--- src/rtl/gemm_job_scheduler_pkg.sv ---
// Shared definitions for the GEMM job scheduler: FSM state encoding,
// default-width job record and a width helper for occupancy counters.
package gemm_pkg;

  localparam int unsigned DefAddrWidth = 16;
  localparam int unsigned DefTagWidth  = 4;

  typedef enum logic [1:0] {
    SchedIdle   = 2'd0,
    SchedLaunch = 2'd1,
    SchedWait   = 2'd2,
    SchedReport = 2'd3
  } sched_state_t;

  typedef struct packed {
    logic [DefAddrWidth-1:0] m;
    logic [DefAddrWidth-1:0] k;
    logic [DefAddrWidth-1:0] n;
    logic [DefTagWidth-1:0]  tag;
  } gemm_job_t;

  // Counter width able to hold 0..depth inclusive.
  function automatic int unsigned count_width(input int unsigned depth);
    return $clog2(depth + 1);
  endfunction

endpackage

--- src/rtl/gemm_job_scheduler_if.sv ---
// Job intake, accelerator launch/status and completion signals of the scheduler.
// The slave modport is the scheduler's view; master is the surrounding system's.
interface gemm_job_scheduler_if
  import gemm_pkg::*;
#(
  parameter int unsigned AddrWidth  = 16,
  parameter int unsigned QueueDepth = 4,
  parameter int unsigned TagWidth   = 4
) ();

  localparam int unsigned CountWidth = count_width(QueueDepth);

  logic                  job_valid_i;
  logic                  job_ready_o;
  logic [AddrWidth-1:0]  job_m_size_i;
  logic [AddrWidth-1:0]  job_k_size_i;
  logic [AddrWidth-1:0]  job_n_size_i;
  logic [TagWidth-1:0]   job_tag_i;

  logic                  gemm_start_o;
  logic [AddrWidth-1:0]  gemm_m_size_o;
  logic [AddrWidth-1:0]  gemm_k_size_o;
  logic [AddrWidth-1:0]  gemm_n_size_o;
  logic                  gemm_busy_i;
  logic                  gemm_done_i;

  logic                  cmpl_valid_o;
  logic                  cmpl_ready_i;
  logic [TagWidth-1:0]   cmpl_tag_o;
  logic                  cmpl_error_o;

  logic [CountWidth-1:0] queue_count_o;
  logic                  idle_o;

  modport slave (
    input  job_valid_i, job_m_size_i, job_k_size_i, job_n_size_i, job_tag_i,
    input  gemm_busy_i, gemm_done_i, cmpl_ready_i,
    output job_ready_o, gemm_start_o, gemm_m_size_o, gemm_k_size_o, gemm_n_size_o,
    output cmpl_valid_o, cmpl_tag_o, cmpl_error_o, queue_count_o, idle_o
  );

  modport master (
    output job_valid_i, job_m_size_i, job_k_size_i, job_n_size_i, job_tag_i,
    output gemm_busy_i, gemm_done_i, cmpl_ready_i,
    input  job_ready_o, gemm_start_o, gemm_m_size_o, gemm_k_size_o, gemm_n_size_o,
    input  cmpl_valid_o, cmpl_tag_o, cmpl_error_o, queue_count_o, idle_o
  );

endinterface

--- src/rtl/gemm_job_fifo.sv ---
// Circular job FIFO with occupancy count; pushes when full and pops when
// empty are dropped, so callers may leave push/pop asserted freely.
module gemm_job_fifo
  import gemm_pkg::*;
#(
  parameter type         job_t      = gemm_job_t,
  parameter int unsigned QueueDepth = 4
) (
  input  logic                                   clk,
  input  logic                                   rst_n,
  input  logic                                   push,
  input  job_t                                   push_data,
  input  logic                                   pop,
  output job_t                                   pop_data,
  output logic                                   full,
  output logic                                   empty,
  output logic [count_width(QueueDepth)-1:0]     count
);

  localparam int unsigned PtrWidth   = $clog2(QueueDepth);
  localparam int unsigned CountWidth = count_width(QueueDepth);

  job_t                  mem [QueueDepth];
  logic [PtrWidth-1:0]   wr_ptr;
  logic [PtrWidth-1:0]   rd_ptr;
  logic [CountWidth-1:0] count_q;
  logic                  do_push;
  logic                  do_pop;

  assign do_push = push && !full;
  assign do_pop  = pop && !empty;

  // Storage holds payload only; validity is tracked by count_q.
  always_ff @(posedge clk) begin
    if (do_push) begin
      mem[wr_ptr] <= push_data;
    end
  end

  // Power-of-two depth lets the pointers wrap by natural overflow.
  always_ff @(posedge clk or negedge rst_n) begin
    if (!rst_n) begin
      wr_ptr  <= '0;
      rd_ptr  <= '0;
      count_q <= '0;
    end else begin
      if (do_push) begin
        wr_ptr <= wr_ptr + PtrWidth'(1);
      end
      if (do_pop) begin
        rd_ptr <= rd_ptr + PtrWidth'(1);
      end
      case ({do_push, do_pop})
        2'b10:   count_q <= count_q + CountWidth'(1);
        2'b01:   count_q <= count_q - CountWidth'(1);
        default: count_q <= count_q;
      endcase
    end
  end

  assign pop_data = mem[rd_ptr];
  assign full     = (count_q == CountWidth'(QueueDepth));
  assign empty    = (count_q == '0);
  assign count    = count_q;

endmodule

--- src/rtl/gemm_job_scheduler.sv ---
// Queues GEMM jobs, launches them one at a time on the accelerator and reports
// a tagged completion per job; jobs with any zero dimension are rejected unlaunched.
module gemm_job_scheduler
  import gemm_pkg::*;
#(
  parameter int unsigned AddrWidth  = 16,
  parameter int unsigned QueueDepth = 4,
  parameter int unsigned TagWidth   = 4
) (
  input  logic                 clk_i,
  input  logic                 rst_ni,
  gemm_job_scheduler_if.slave  bus
);

  localparam int unsigned CountWidth = count_width(QueueDepth);

  typedef struct packed {
    logic [AddrWidth-1:0] m;
    logic [AddrWidth-1:0] k;
    logic [AddrWidth-1:0] n;
    logic [TagWidth-1:0]  tag;
  } job_t;

  function automatic logic has_zero_size(input job_t j);
    return (j.m == '0) || (j.k == '0) || (j.n == '0);
  endfunction

  job_t                  in_job;
  job_t                  head_job;
  job_t                  act_job;
  logic                  fifo_full;
  logic                  fifo_empty;
  logic [CountWidth-1:0] fifo_count;
  logic                  pop;

  sched_state_t          state;
  logic                  start_q;
  logic                  cmpl_valid_q;
  logic                  cmpl_error_q;
  logic [TagWidth-1:0]   cmpl_tag_q;

  assign in_job = '{m:   bus.job_m_size_i,
                    k:   bus.job_k_size_i,
                    n:   bus.job_n_size_i,
                    tag: bus.job_tag_i};

  // The FSM only dequeues from Idle, so a pop never coincides with an active job.
  assign pop = (state == SchedIdle) && !fifo_empty;

  gemm_job_fifo #(
    .job_t      (job_t),
    .QueueDepth (QueueDepth)
  ) u_fifo (
    .clk       (clk_i),
    .rst_n     (rst_ni),
    .push      (bus.job_valid_i),
    .push_data (in_job),
    .pop       (pop),
    .pop_data  (head_job),
    .full      (fifo_full),
    .empty     (fifo_empty),
    .count     (fifo_count)
  );

  // Job sequencing; accelerator busy is deliberately not consulted here.
  always_ff @(posedge clk_i or negedge rst_ni) begin
    if (!rst_ni) begin
      state        <= SchedIdle;
      act_job      <= '0;
      start_q      <= 1'b0;
      cmpl_valid_q <= 1'b0;
      cmpl_error_q <= 1'b0;
      cmpl_tag_q   <= '0;
    end else begin
      start_q <= 1'b0;
      case (state)
        SchedIdle: begin
          if (!fifo_empty) begin
            act_job <= head_job;
            if (has_zero_size(head_job)) begin
              state        <= SchedReport;
              cmpl_valid_q <= 1'b1;
              cmpl_error_q <= 1'b1;
              cmpl_tag_q   <= head_job.tag;
            end else begin
              state   <= SchedLaunch;
              start_q <= 1'b1;
            end
          end
        end
        SchedLaunch: begin
          state <= SchedWait;
        end
        SchedWait: begin
          if (bus.gemm_done_i) begin
            state        <= SchedReport;
            cmpl_valid_q <= 1'b1;
            cmpl_error_q <= 1'b0;
            cmpl_tag_q   <= act_job.tag;
          end
        end
        SchedReport: begin
          if (bus.cmpl_ready_i) begin
            state        <= SchedIdle;
            cmpl_valid_q <= 1'b0;
          end
        end
        default: begin
          state <= SchedIdle;
        end
      endcase
    end
  end

  assign bus.job_ready_o   = !fifo_full;
  assign bus.gemm_start_o  = start_q;
  assign bus.gemm_m_size_o = act_job.m;
  assign bus.gemm_k_size_o = act_job.k;
  assign bus.gemm_n_size_o = act_job.n;
  assign bus.cmpl_valid_o  = cmpl_valid_q;
  assign bus.cmpl_tag_o    = cmpl_tag_q;
  assign bus.cmpl_error_o  = cmpl_error_q;
  assign bus.queue_count_o = fifo_count;
  assign bus.idle_o        = (state == SchedIdle) && fifo_empty && !bus.gemm_busy_i;

endmodule

--- src/flat_wrapper.sv ---
// flat-port wrapper written by rule: the top's interface ports become plain ports
module gemm_job_scheduler_flat import gemm_pkg::*;
#(
  parameter int unsigned AddrWidth  = 16,
  parameter int unsigned QueueDepth = 4,
  parameter int unsigned TagWidth   = 4
)
  (clk_i, rst_ni, bus_job_valid_i, bus_job_m_size_i, bus_job_k_size_i, bus_job_n_size_i, bus_job_tag_i, bus_gemm_busy_i, bus_gemm_done_i, bus_cmpl_ready_i, bus_job_ready_o, bus_gemm_start_o, bus_gemm_m_size_o, bus_gemm_k_size_o, bus_gemm_n_size_o, bus_cmpl_valid_o, bus_cmpl_tag_o, bus_cmpl_error_o, bus_queue_count_o, bus_idle_o);
  gemm_job_scheduler_if #(.AddrWidth(AddrWidth), .QueueDepth(QueueDepth), .TagWidth(TagWidth)) bus_i ();
  input  logic clk_i;
  input  logic rst_ni;
  input wire logic [$bits(bus_i.job_valid_i)-1:0] bus_job_valid_i;
  input wire logic [$bits(bus_i.job_m_size_i)-1:0] bus_job_m_size_i;
  input wire logic [$bits(bus_i.job_k_size_i)-1:0] bus_job_k_size_i;
  input wire logic [$bits(bus_i.job_n_size_i)-1:0] bus_job_n_size_i;
  input wire logic [$bits(bus_i.job_tag_i)-1:0] bus_job_tag_i;
  input wire logic [$bits(bus_i.gemm_busy_i)-1:0] bus_gemm_busy_i;
  input wire logic [$bits(bus_i.gemm_done_i)-1:0] bus_gemm_done_i;
  input wire logic [$bits(bus_i.cmpl_ready_i)-1:0] bus_cmpl_ready_i;
  output wire logic [$bits(bus_i.job_ready_o)-1:0] bus_job_ready_o;
  output wire logic [$bits(bus_i.gemm_start_o)-1:0] bus_gemm_start_o;
  output wire logic [$bits(bus_i.gemm_m_size_o)-1:0] bus_gemm_m_size_o;
  output wire logic [$bits(bus_i.gemm_k_size_o)-1:0] bus_gemm_k_size_o;
  output wire logic [$bits(bus_i.gemm_n_size_o)-1:0] bus_gemm_n_size_o;
  output wire logic [$bits(bus_i.cmpl_valid_o)-1:0] bus_cmpl_valid_o;
  output wire logic [$bits(bus_i.cmpl_tag_o)-1:0] bus_cmpl_tag_o;
  output wire logic [$bits(bus_i.cmpl_error_o)-1:0] bus_cmpl_error_o;
  output wire logic [$bits(bus_i.queue_count_o)-1:0] bus_queue_count_o;
  output wire logic [$bits(bus_i.idle_o)-1:0] bus_idle_o;
  assign bus_i.job_valid_i = bus_job_valid_i;
  assign bus_i.job_m_size_i = bus_job_m_size_i;
  assign bus_i.job_k_size_i = bus_job_k_size_i;
  assign bus_i.job_n_size_i = bus_job_n_size_i;
  assign bus_i.job_tag_i = bus_job_tag_i;
  assign bus_i.gemm_busy_i = bus_gemm_busy_i;
  assign bus_i.gemm_done_i = bus_gemm_done_i;
  assign bus_i.cmpl_ready_i = bus_cmpl_ready_i;
  assign bus_job_ready_o = bus_i.job_ready_o;
  assign bus_gemm_start_o = bus_i.gemm_start_o;
  assign bus_gemm_m_size_o = bus_i.gemm_m_size_o;
  assign bus_gemm_k_size_o = bus_i.gemm_k_size_o;
  assign bus_gemm_n_size_o = bus_i.gemm_n_size_o;
  assign bus_cmpl_valid_o = bus_i.cmpl_valid_o;
  assign bus_cmpl_tag_o = bus_i.cmpl_tag_o;
  assign bus_cmpl_error_o = bus_i.cmpl_error_o;
  assign bus_queue_count_o = bus_i.queue_count_o;
  assign bus_idle_o = bus_i.idle_o;
  gemm_job_scheduler #(.AddrWidth(AddrWidth), .QueueDepth(QueueDepth), .TagWidth(TagWidth)) u_core (.clk_i(clk_i), .rst_ni(rst_ni), .bus(bus_i));
endmodule
--- config.mk ---
export PLATFORM = sky130hd
export DESIGN_NAME = gemm_job_scheduler_flat
export DESIGN_NICKNAME = d
export VERILOG_FILES = /design/src/rtl/gemm_job_scheduler_pkg.sv /design/src/rtl/gemm_job_scheduler_if.sv /design/src/rtl/gemm_job_fifo.sv /design/src/rtl/gemm_job_scheduler.sv /design/src/flat_wrapper.sv
export SDC_FILE = /design/constraint.sdc
export NUM_CORES = 1
export LEC_CHECK = 0
export ABC_AREA = 1
export CAP_MARGIN = 20
export CORE_MARGIN = 4
export CORE_UTILIZATION = 40
export DETAILED_ROUTE_END_ITERATION = 12
export SLEW_MARGIN = 10
export SYNTH_ARGS = -nofsm -noshare
export SYNTH_HDL_FRONTEND = slang
export SYNTH_SLANG_ARGS = --single-unit
--- constraint.sdc ---
create_clock -name clk_i -period 7.7 [get_ports clk_i]
set_clock_uncertainty 0.15 [all_clocks]
set_input_delay 0.77 -clock clk_i [delete_from_list [all_inputs] [get_ports clk_i]]
set_output_delay 0.77 -clock clk_i [all_outputs]
set_load 0.01 [all_outputs]
==> run metrics, run 1 <==
buffers added on ports=117; synthesized-area fraction occupied by adder cells=1.30%; commonest register cell after synthesis=edfxtp_1; clk buf depth=3; CP startpoint kind=register; Worst R2R Start=u_core.u_fifo.rd_ptr[0]$_DFFE_PN0P_; layout cells sized above 1=6.20%; Core Rows=60; Detail Route Antenna Nets=0; Synth Warn #=0; CTS tree=yes; Tot Pwr=5.50 mW; final critical-path setup slack=4650 ps; multi-input combinational cell area=2590 um2; Post-Synth Simple-Gate Area=17.7%; worst slack, placed=4320 ps; Tmin final=3050 ps; Async SR Flop Fraction=24.6%; Slew @ Worst Pin=955 ps; Cell Area, Synth=11200 um2; 1st-iter DRT viols=446; Die X=175 um; reg2reg setup slack=4750 ps; Cell variety after synth=26; fin. max-slew vios=0; Post-CTS Hold Buffers=0; Max VDD drop=181 uV; Root Buffer Master=clkbuf_16; filler cell count=2416; multiplexer share of the synthesized area=0%; Starting Density=41.1%; Reg area=7950 um2; GP Congestion=0.712; htree depth=1; status=completed; final design utilization=48.7%; Max FO, Critical Path=4; clock transition at the registers of the reported paths=60 ps; CP cell instances=nor3_1, nand2_1, nor2_1, clkdlybuf4s50_1; first-pass GRT wire length=38.1 mm; total track usage=15.5%; R2R Path End=u_core.bus.cmpl_error_o$_DFFE_PN0P_; vias per cell=4.84; slowest stage delay, CP=540 ps; number of diodes=0; DIE HEIGHT=175 um; total routed wirelength=24.0 mm; GRT Residual Overflow=0; Hold Fails Final Rpt=0; Pleak=5.13 nW; Rel. slew slack=36.3%; Final Non-Filler Cells=1420; Inserted Clock Buffers=28; Max Cap Viol=0; setup bufs post-CTS=0; DRC Markers=0; EDFF count, synth=208; syn_nets=1033; worst skew pair latency=530 ps; Slowest cell on crit path=clkdlybuf4s50_1; Pwr Density=414 nW/um2; via count=6873; # setup viols final=0; largest net degree at the start of global routing=105; Setup crit end kind=primary output; die area=30700 um2; Layout Nets=1095; fin crit share=39.6%; Worst R2R Path Depth=13; HP Class=input port to async pin; HPWL after DPL=14.8 mm; Synth Area in XOR/XNOR=0.391%; RSZ-0062 raised after global routing=no; core box area=27300 um2; Pre-Repair DR Iteration Count=5; Mapped Cells=964; number of global-route vias before repair=6868; most frequent cells in the layout=nand2_1, edfxtp_1, clkdlybuf4s50_1; CTS Sinks=276; commonest non-fill, non-tap cell in the layout=nand2_1; Top Ports=118; Max Clock Freq=0.328 GHz; number of instances in the placed design=1367; arrival time worst endpoint=2130 ps; syn_area_per_cell=11.6 um2; DR WL/cell=16.9 um; initial antenna violation count=0; kind of critical path=register to primary output; combinational family with the most area after synthesis=simple AND/OR/NAND/NOR gates; CP required=6780 ps; sequential area share after synthesis=71.0%; synth-to-layout area growth=18.6%; cts repair resizes=0; #FFs+latches synth=276; compound-gate portion of the synthesized area=3.51%; Final TNS setup=0 ps
[registers in the layout (all words and copies together) (netlist names)]
signal,cells
u_core.act_job,4
u_core.state,2
u_core.bus.gemm_m_size_o,16
u_core.bus.cmpl_tag_o,4
u_core.u_fifo.rd_ptr,2
u_core.bus.gemm_n_size_o,16
u_core.bus.cmpl_valid_o,1
u_core.bus.gemm_start_o,1
u_core.u_fifo.wr_ptr,2
u_core.u_fifo.mem,208
u_core.bus.cmpl_error_o,1
u_core.bus.gemm_k_size_o,16
u_core.u_fifo.count,3
[through the flow]
stage          cell area [um2]  hold slack (ps)
4_1_cts                  13300              269
3_5_place_dp             12300              316
3_3_place_gp             12300              316
6_report                 13300              199
2_1_floorplan            11200              303
5_1_grt                  13300              267
[cells in the mapped netlist, types with 4 or more instances]
cell type | number | share of area [%]
o21ai_0 | 61 | 2.7
dfrtp_1 | 68 | 15
inv_1 | 18 | 0.60
buf_2 | 28 | 1.3
a32o_1 | 4 | 0.36
clkbuf_1 | 10 | 0.34
nand3_1 | 103 | 4.6
buf_6 | 4 | 0.40
nand2_1 | 350 | 12
buf_4 | 51 | 3.4
a21oi_1 | 8 | 0.36
nor2_1 | 23 | 0.77
ha_1 | 10 | 1.1
nand4_1 | 4 | 0.22
edfxtp_1 | 208 | 56
[area by class of cell]
| cell class | count | area share [%] |
|---|---|---|
| sequential | 276 | 59.9 |
| tap | 372 | 3.51 |
| clock inverter | 12 | 0.999 |
| timing repair buffer | 126 | 9.46 |
| inverter | 20 | 0.584 |
| multi-input combinational | 574 | 19.5 |
| clock buffer | 40 | 6.08 |
[worst max-delay path: cells and delay by family (launching register included)]
| kind | cells | cell delay (ps) |
|---|---|---|
| simple gates | 3 | 630 |
| buf+inv | 1 | 540 |
| flops | 1 | 420 |
[per-layer routing]
metal | up-vias | track usage (%) | part of all wire [%]
met5 | - | 0 | 0
met4 | 0 | 3.93 | 1.7
met3 | 30 | 2.71 | 5.0
met2 | 159 | 26.3 | 48
met1 | 3325 | 20.9 | 45
li1 | 3359 | - | -
[where the power goes]
group          switching [mW]  leakage [nW]  internal [mW]
clock network           0.536         0.467          0.826
registers               0.178          2.74           2.04
logic                    1.23          1.92          0.696
[logic make-up (layout without fill, tap and decap cells)]
| group | after synthesis | count (layout) |
|---|---|---|
| simple gates | 484 | 484 |
| buf+inv | 114 | 198 |
| xor+xnor | 5 | 5 |
| compound gates | 74 | 74 |
| flops | 276 | 276 |
| fa+ha+maj | 11 | 11 |
[worst max-delay path by stage]
| stage | slack [ps] | endpoint | from | depth (start not counted) |
|---|---|---|---|---|
| 6_report | 4650 | bus_idle_o | u_core.u_fifo.count[0]$_DFFE_PN0P_ | 4 |
| 2_1_floorplan | 3950 | u_core.u_fifo.mem[0][0]$_DFFE_PP_ | bus_job_valid_i | 2 |
| 5_1_grt | 4500 | u_core.bus.cmpl_tag_o[1]$_DFFE_PN0P_ | u_core.u_fifo.rd_ptr[0]$_DFFE_PN0P_ | 13 |
| 3_5_place_dp | 4320 | u_core.u_fifo.mem[2][20]$_DFFE_PP_ | bus_job_valid_i | 4 |
| 4_1_cts | 4580 | u_core.bus.cmpl_error_o$_DFFE_PN0P_ | u_core.u_fifo.rd_ptr[0]$_DFFE_PN0P_ | 13 |
| 3_3_place_gp | 4290 | u_core.u_fifo.mem[2][20]$_DFFE_PP_ | bus_job_valid_i | 4 |
Power figures use the tool's default switching activity.
==> inputs of run 2 (changes only) <==
==> constraint.sdc (replaced) <==
create_clock -name clk_i -period 2.7 [get_ports clk_i]
set_clock_uncertainty 0.15 [all_clocks]
set_input_delay 0.27 -clock clk_i [delete_from_list [all_inputs] [get_ports clk_i]]
set_output_delay 0.27 -clock clk_i [all_outputs]
set_load 0.01 [all_outputs]
==> run 2 against run 1 <==
  * Hold slack lost 20 ps
  * Global-route usage shrank 0.070 points
  * Core utilization grew 0.70 points
  * Critical endpoint unchanged
  * Non-clock buffer count grew 12
  * Cell count grew 0.85%
  * Sequential cell count is the same
  * Clock-buffer cell count grew 3
  * Cell area grew 1.4%
  * Register-to-register slack lost 4300 ps
  * Total power grew to 2.9 times the previous value
  * Via count is essentially flat
  * Critical path depth is the same
  * Highest routed layer is now met5
==> run metrics, run 2 (synthesis gave the netlist of run 1 again) <==
status=completed (unchanged); Top reg by flops=u_core.u_fifo.mem (unchanged); Root Buffer Master=clkbuf_16 (unchanged); total routed wirelength=24.1 mm (was 24.0 mm); DRC Markers=0 (unchanged); worst slack, placed=428 ps (was 4320 ps); Layout Nets=1107 (was 1095); clock transition at the registers of the reported paths=60 ps (about the same); combinational cell fraction of total power=36.8% (was 35.0%); # setup viols final=0 (unchanged); number of instances in the placed design=1379 (was 1367); Detail Route Antenna Nets=0 (unchanged); htree depth=1 (unchanged); GRT Residual Overflow=0 (unchanged); R2R Path End=u_core.u_fifo.count[2]$_DFFE_PN0P_ (was u_core.bus.cmpl_error_o$_DFFE_PN0P_); RSZ-0062 raised after global routing=no (unchanged); sw frac=35.3% (about the same); Inserted Clock Buffers=28 (unchanged); first-pass GRT wire length=37.7 mm (was 38.1 mm); reg2reg setup slack=430 ps (was 4750 ps); Die X=175 um (unchanged); die area=30700 um2 (unchanged); DIE HEIGHT=175 um (unchanged); Max Clock Freq=0.394 GHz; core box area=27300 um2 (unchanged); Core Rows=60 (unchanged); initial antenna violation count=2 (was 0); Pre-Repair DR Iteration Count=4 (was 5); vias per cell=4.80 (was 4.84); 1st-iter DRT viols=458 (was 446); CTS tree=yes (unchanged); Final TNS setup=0 ps (unchanged); HP Class=input port to async pin (unchanged); Top Ports=118 (unchanged); cts repair resizes=0 (unchanged); Max FO, Critical Path=4 (unchanged); Max Cap Viol=0 (unchanged); Post-DP Area=12600 um2 (was 12300 um2); number of diodes=0 (unchanged); Max VDD drop=539 uV (was 181 uV); final critical-path setup slack=162 ps (was 4650 ps); Starting Density=41.1% (unchanged); synth-to-layout area growth=20.4% (was 18.6%); GP Congestion=0.750 (was 0.712); CP cell instances=nor3_1, nand2_1, nor2_1, clkdlybuf4s50_1 (unchanged); DR WL/cell=16.8 um (was 16.9 um); clk buf depth=3 (unchanged); CP required=2280 ps (was 6780 ps); buffers added on ports=117 (unchanged); via count=6867 (was 6873); HPWL after DPL=15.0 mm (was 14.8 mm); most frequent cells in the layout=nand2_1, edfxtp_1, clkdlybuf4s50_1 (unchanged); Rel. slew slack=51.3% (was 36.3%); Clock power frac=23.7% (was 24.7%); CTS Sinks=276 (unchanged); worst skew pair latency=540 ps (was 530 ps); layout cells sized above 1=6.98% (was 6.20%); CP startpoint kind=register (unchanged); kind of critical path=register to primary output (unchanged); Final Non-Filler Cells=1432 (was 1420); Pwr Density=1170 nW/um2 (was 414 nW/um2); slowest stage delay, CP=540 ps (about the same); Tmin final=2540 ps; post-route cell area=13500 um2 (was 13300 um2); Worst R2R Start=u_core.state[1]$_DFFE_PN0P_ (was u_core.u_fifo.rd_ptr[0]$_DFFE_PN0P_); Tot Pwr=15.8 mW (was 5.50 mW); Bufs and invs on worst path=1 (unchanged); fin crit share=94.0%; Setup crit end kind=primary output (unchanged); Pleak=5.21 nW (was 5.13 nW); arrival time worst endpoint=2120 ps (was 2130 ps); max FFs per register=208 (unchanged); WHS=179 ps (was 199 ps); number of global-route vias before repair=6824 (was 6868); largest net degree at the start of global routing=67 (was 105); CP top delay family=simple AND/OR/NAND/NOR gates (unchanged); Worst R2R Path Depth=10 (was 13); cell-internal power=10.2 mW (was 3.56 mW); Hold Fails Final Rpt=0 (unchanged); fin. max-slew vios=0 (unchanged); commonest non-fill, non-tap cell in the layout=nand2_1 (unchanged); Net Sw Power=5.58 mW (was 1.94 mW); Reg power frac=39.5% (was 40.3%); Slowest cell on crit path=clkdlybuf4s50_1 (unchanged); final design utilization=49.4% (was 48.7%); Slew @ Worst Pin=731 ps (was 955 ps); total track usage=15.4% (was 15.5%)
==> run 2: cell count changes in the layout (fill, tap and decap cells not counted), moves of 2 or more <==
cell,change
bufinv_16,-2
clkbuf_8,+2
clkinv_2,-3
buf_12,+12
==> run 2: layer usage <==
metal | global-route usage (%) | routed length, um | up-vias
li1 | - | - | 3380
met1 | 20.2 | 10400 | 3278
met2 | 26.0 | 11600 | 165
met3 | 3.40 | 1450 | 40
met4 | 4.32 | 518 | 4
met5 | 0 | 27 | -
==> run 2: layout make-up <==
class                      count  area (um2)
fill                        2460       13800
sequential                   276        7950
multi-input combinational    574        2590
timing repair buffer         138        1480
clock buffer                  43         838
tap                          372         465
inverter                      20        77.6
clock inverter                 9        70.1
==> run 2: timing repair <==
item                                   CTS  global route
hold buffers                             1             0
endpoints found under the hold margin   51             0
buffers inserted                         0             0
==> run 2: power by group through the flow <==
stage	Clock, mW	Combinational [mW]	Sequential [mW]
2_1_floorplan	0	4.00	6.24
3_3_place_gp	0	5.85	6.32
3_5_place_dp	0	5.94	6.34
4_1_cts	3.85	5.96	6.26
5_1_grt	4.02	6.55	6.35
6_report	3.75	5.82	6.24
==> run 2: how the worst max path moves through the flow <==
stage	depth (start not counted)	startpoint	slack, ps	end
final	4	u_core.u_fifo.count[0]$_DFFE_PN0P_	160	bus_idle_o
after global placement	14	u_core.u_fifo.rd_ptr[0]$_DFFE_PN0P_	450	u_core.bus.cmpl_tag_o[1]$_DFFE_PN0P_
after floorplan	4	u_core.u_fifo.count[0]$_DFFE_PN0P_	-160	u_core.u_fifo.mem[0][0]$_DFFE_PP_
after global routing	5	u_core.state[0]$_DFFE_PN0P_	60	bus_idle_o
after CTS	4	u_core.u_fifo.count[0]$_DFFE_PN0P_	120	bus_idle_o
after detailed placement	14	u_core.u_fifo.rd_ptr[0]$_DFFE_PN0P_	430	u_core.bus.cmpl_error_o$_DFFE_PN0P_
==> inputs of run 3 (changes only) <==
--- a/config.mk
+++ b/config.mk
@@ -6,11 +6,12 @@
 export NUM_CORES = 1
 export LEC_CHECK = 0
 export ABC_AREA = 1
-export CAP_MARGIN = 20
+export CAP_MARGIN = 10
 export CORE_MARGIN = 4
 export CORE_UTILIZATION = 40
 export DETAILED_ROUTE_END_ITERATION = 12
 export SLEW_MARGIN = 10
 export SYNTH_ARGS = -nofsm -noshare
 export SYNTH_HDL_FRONTEND = slang
+export SYNTH_HIERARCHICAL = 1
 export SYNTH_SLANG_ARGS = --single-unit
==> run 3 against run 2 <==
  * Largest cell class unchanged
  * Largest power group unchanged
  * Highest routed layer unchanged
  * Routed wire length fell by 2.5%
  * Non-clock buffer count increased by 7
  * Worst setup slack worse by 9.9 ps
==> run metrics, run 3 <==
status=completed (unchanged); clk buf depth=3 (unchanged); Layout Nets=1197 (was 1107); EDFF count, synth=208 (unchanged); DIE HEIGHT=179 um (was 175 um); CP top delay family=buffers and inverters (was simple AND/OR/NAND/NOR gates); initial antenna violation count=2 (unchanged); Pleak=5.86 nW (was 5.21 nW); CTS Sinks=276 (unchanged); setup bufs post-CTS=0 (unchanged); via count=7121 (was 6867); worst skew pair latency=530 ps (was 540 ps); Worst R2R Start=u_core/u_fifo/rd_ptr[0]$_DFFE_PN0P_ (was u_core.state[1]$_DFFE_PN0P_); DR WL/cell=15.3 um (was 16.8 um); Synth Warn #=6 (was 0); Cell variety after synth=25 (was 26); Cell Area, Synth=11700 um2 (was 11200 um2); htree depth=1 (unchanged); area leader, netlist=edfxtp_1 (unchanged); arrival time worst endpoint=2130 ps (was 2120 ps); total track usage=14.9% (was 15.4%); largest net degree at the start of global routing=40 (was 67); vias per cell=4.64 (was 4.80); buffers added on ports=117 (unchanged); synth-to-layout area growth=20.0% (was 20.4%); Tmin final=2550 ps (was 2540 ps); Max FO, Critical Path=5 (was 4); critical path depth=6 (was 4); kind of critical path=register to primary output (unchanged); top cells by area, synth=edfxtp_1, dfrtp_1, nand2_1 (unchanged); max FFs per register=208 (unchanged); fin. max-slew vios=0 (unchanged); sequential area share after synthesis=67.8% (was 71.0%); Die X=179 um (was 175 um); commonest non-fill, non-tap cell in the layout=nand2_1 (unchanged); CP startpoint kind=register (unchanged); syn_nets=1115 (was 1033); 1st-iter DRT viols=370 (was 458); #FFs+latches synth=276 (unchanged); core box area=28800 um2 (was 27300 um2); Slew @ Worst Pin=494 ps (was 731 ps); Core Rows=62 (was 60); Top reg by flops=u_core/u_fifo/mem (was u_core.u_fifo.mem); Setup crit end kind=primary output (unchanged); Pwr Density=1140 nW/um2 (was 1170 nW/um2); most frequent cells in the layout=nand2_1, edfxtp_1, inv_1 (was nand2_1, edfxtp_1, clkdlybuf4s50_1); Max Clock Freq=0.392 GHz (was 0.394 GHz); reg2reg setup slack=310 ps (was 430 ps); commonest register cell after synthesis=edfxtp_1 (unchanged); Pre-Repair DR Iteration Count=4 (unchanged); GRT Residual Overflow=0 (unchanged); die area=32100 um2 (was 30700 um2); number of instances in the placed design=1481 (was 1379); most frequent cell after synthesis=nand2_1 (unchanged); Mapped Cells=1047 (was 964); Bufs and invs on worst path=3 (was 1); top cells by count, synth=nand2_1, edfxtp_1, inv_1 (was nand2_1, edfxtp_1, nand3_1); layout cells sized above 1=8.34% (was 6.98%); filler cell count=2557 (was 2460); Starting Density=40.7% (was 41.1%); Inserted Clock Buffers=29 (was 28); CP cell instances=inv_1, nand3_2, inv_2, nand2_1, nor2_1, clkdlybuf4s50_1 (was nor3_1, nand2_1, nor2_1, clkdlybuf4s50_1); HP Class=input port to async pin (unchanged); Max VDD drop=439 uV (was 539 uV); first-pass GRT wire length=37.5 mm (was 37.7 mm); HPWL after DPL=15.4 mm (was 15.0 mm); Detail Route Antenna Nets=0 (unchanged); number of global-route vias before repair=7008 (was 6824); DRC Markers=0 (unchanged); Async SR Flop Fraction=24.6% (unchanged); CTS tree=yes (unchanged); Hold Fails Final Rpt=0 (unchanged); slowest stage delay, CP=530 ps (was 540 ps); Rel. slew slack=67.1% (was 51.3%); crit path from=u_core/u_fifo/count[0]$_DFFE_PN0P_ (was u_core.u_fifo.count[0]$_DFFE_PN0P_); syn_area_per_cell=11.2 um2 (was 11.6 um2); GP Congestion=0.748 (was 0.750); Top Ports=118 (unchanged); CP endpoint=bus_idle_o (unchanged); top cell type's share of synthesized area=53.3% (was 55.8%); total routed wirelength=23.5 mm (was 24.1 mm); # setup viols final=0 (unchanged); Tot Pwr=16.1 mW (was 15.8 mW); RSZ-0062 raised after global routing=no (unchanged); Slowest cell on crit path=clkdlybuf4s50_1 (unchanged); R2R Path End=u_core/bus.cmpl_tag_o[2]$_DFFE_PN0P_ (was u_core.u_fifo.count[2]$_DFFE_PN0P_); Final Non-Filler Cells=1536 (was 1432); Worst R2R Path Depth=14 (was 10); Root Buffer Master=clkbuf_16 (unchanged); CP required=2280 ps (about the same); clock transition at the registers of the reported paths=60 ps (about the same); fin crit share=94.4% (was 94.0%); Max Cap Viol=0 (unchanged)
==> run 3: power by group <==
group	internal (mW)	total [mW]	switching, mW
Combinational	2.38	6.08	3.70
Clock	2.30	3.80	1.51
Sequential	5.79	6.22	0.430
==> run 3: layout make-up <==
type	instances	area, um2	area share (%)
clock inverters	11	101	0.720
clock buffers	42	826	5.87
flip-flops and latches	276	7950	56.5
inverters	137	522	3.71
multi-input cells	540	2670	19.0
repair buffers	145	1520	10.8
well taps	384	480	3.41
diodes	1	2.50	0.0178
==> run 3: kinds of logic after synthesis <==
family,share of synthesized area [%]
fa+ha+maj,1.13
compound gates,8.00
flops,67.8
xor+xnor,0.0747
simple gates,13.2
buf+inv,9.80
==> run 3: how the worst min path moves through the flow <==
stage                 from                                 end  slack [ps]  cells after the start
CTS                 rst_ni  u_core/u_fifo/count[1]$_DFFE_PN0P_          90                      2
finish              rst_ni  u_core/u_fifo/count[1]$_DFFE_PN0P_          90                      2
floorplan           rst_ni       u_core/act_job[0]$_DFFE_PN0P_        -180                      0
global route        rst_ni  u_core/u_fifo/count[1]$_DFFE_PN0P_         130                      2
detailed placement  rst_ni  u_core/u_fifo/count[1]$_DFFE_PN0P_         120                      1
global placement    rst_ni  u_core/u_fifo/count[1]$_DFFE_PN0P_         120                      1
==> run 3: through the flow <==
step | setup TNS, ps | hold slack (ps) | instance area, um2 | worst slack [ps] | utilization, %
6_report | 0 | 91.7 | 14100 | 152 | 48.9
5_1_grt | 0 | 127 | 14100 | 0.391 | 48.9
4_1_cts | 0 | 92.4 | 14100 | 4.82 | 48.9
3_5_place_dp | 0 | 120 | 13100 | 256 | 45.6
3_3_place_gp | 0 | 120 | 13100 | 315 | 45.6
2_1_floorplan | -14700 | -176 | 11700 | -70.7 | -
==> run 3: repair_timing <==
item | in CTS | in global routing
hold endpoints to repair | 68 | 0
pin swaps | 0 | 0
endpoints found under the setup margin | 1 | 3
hold buffers | 1 | 0
resized for setup | 1 | 3
==> run 3: metal layers <==
metal | up-vias | track usage (%) | routed length, um
met5 | - | 0 | 8
met4 | 2 | 4.28 | 457
met3 | 35 | 2.64 | 1160
met2 | 143 | 25.5 | 11600
met1 | 3357 | 19.6 | 10200
li1 | 3584 | - | -
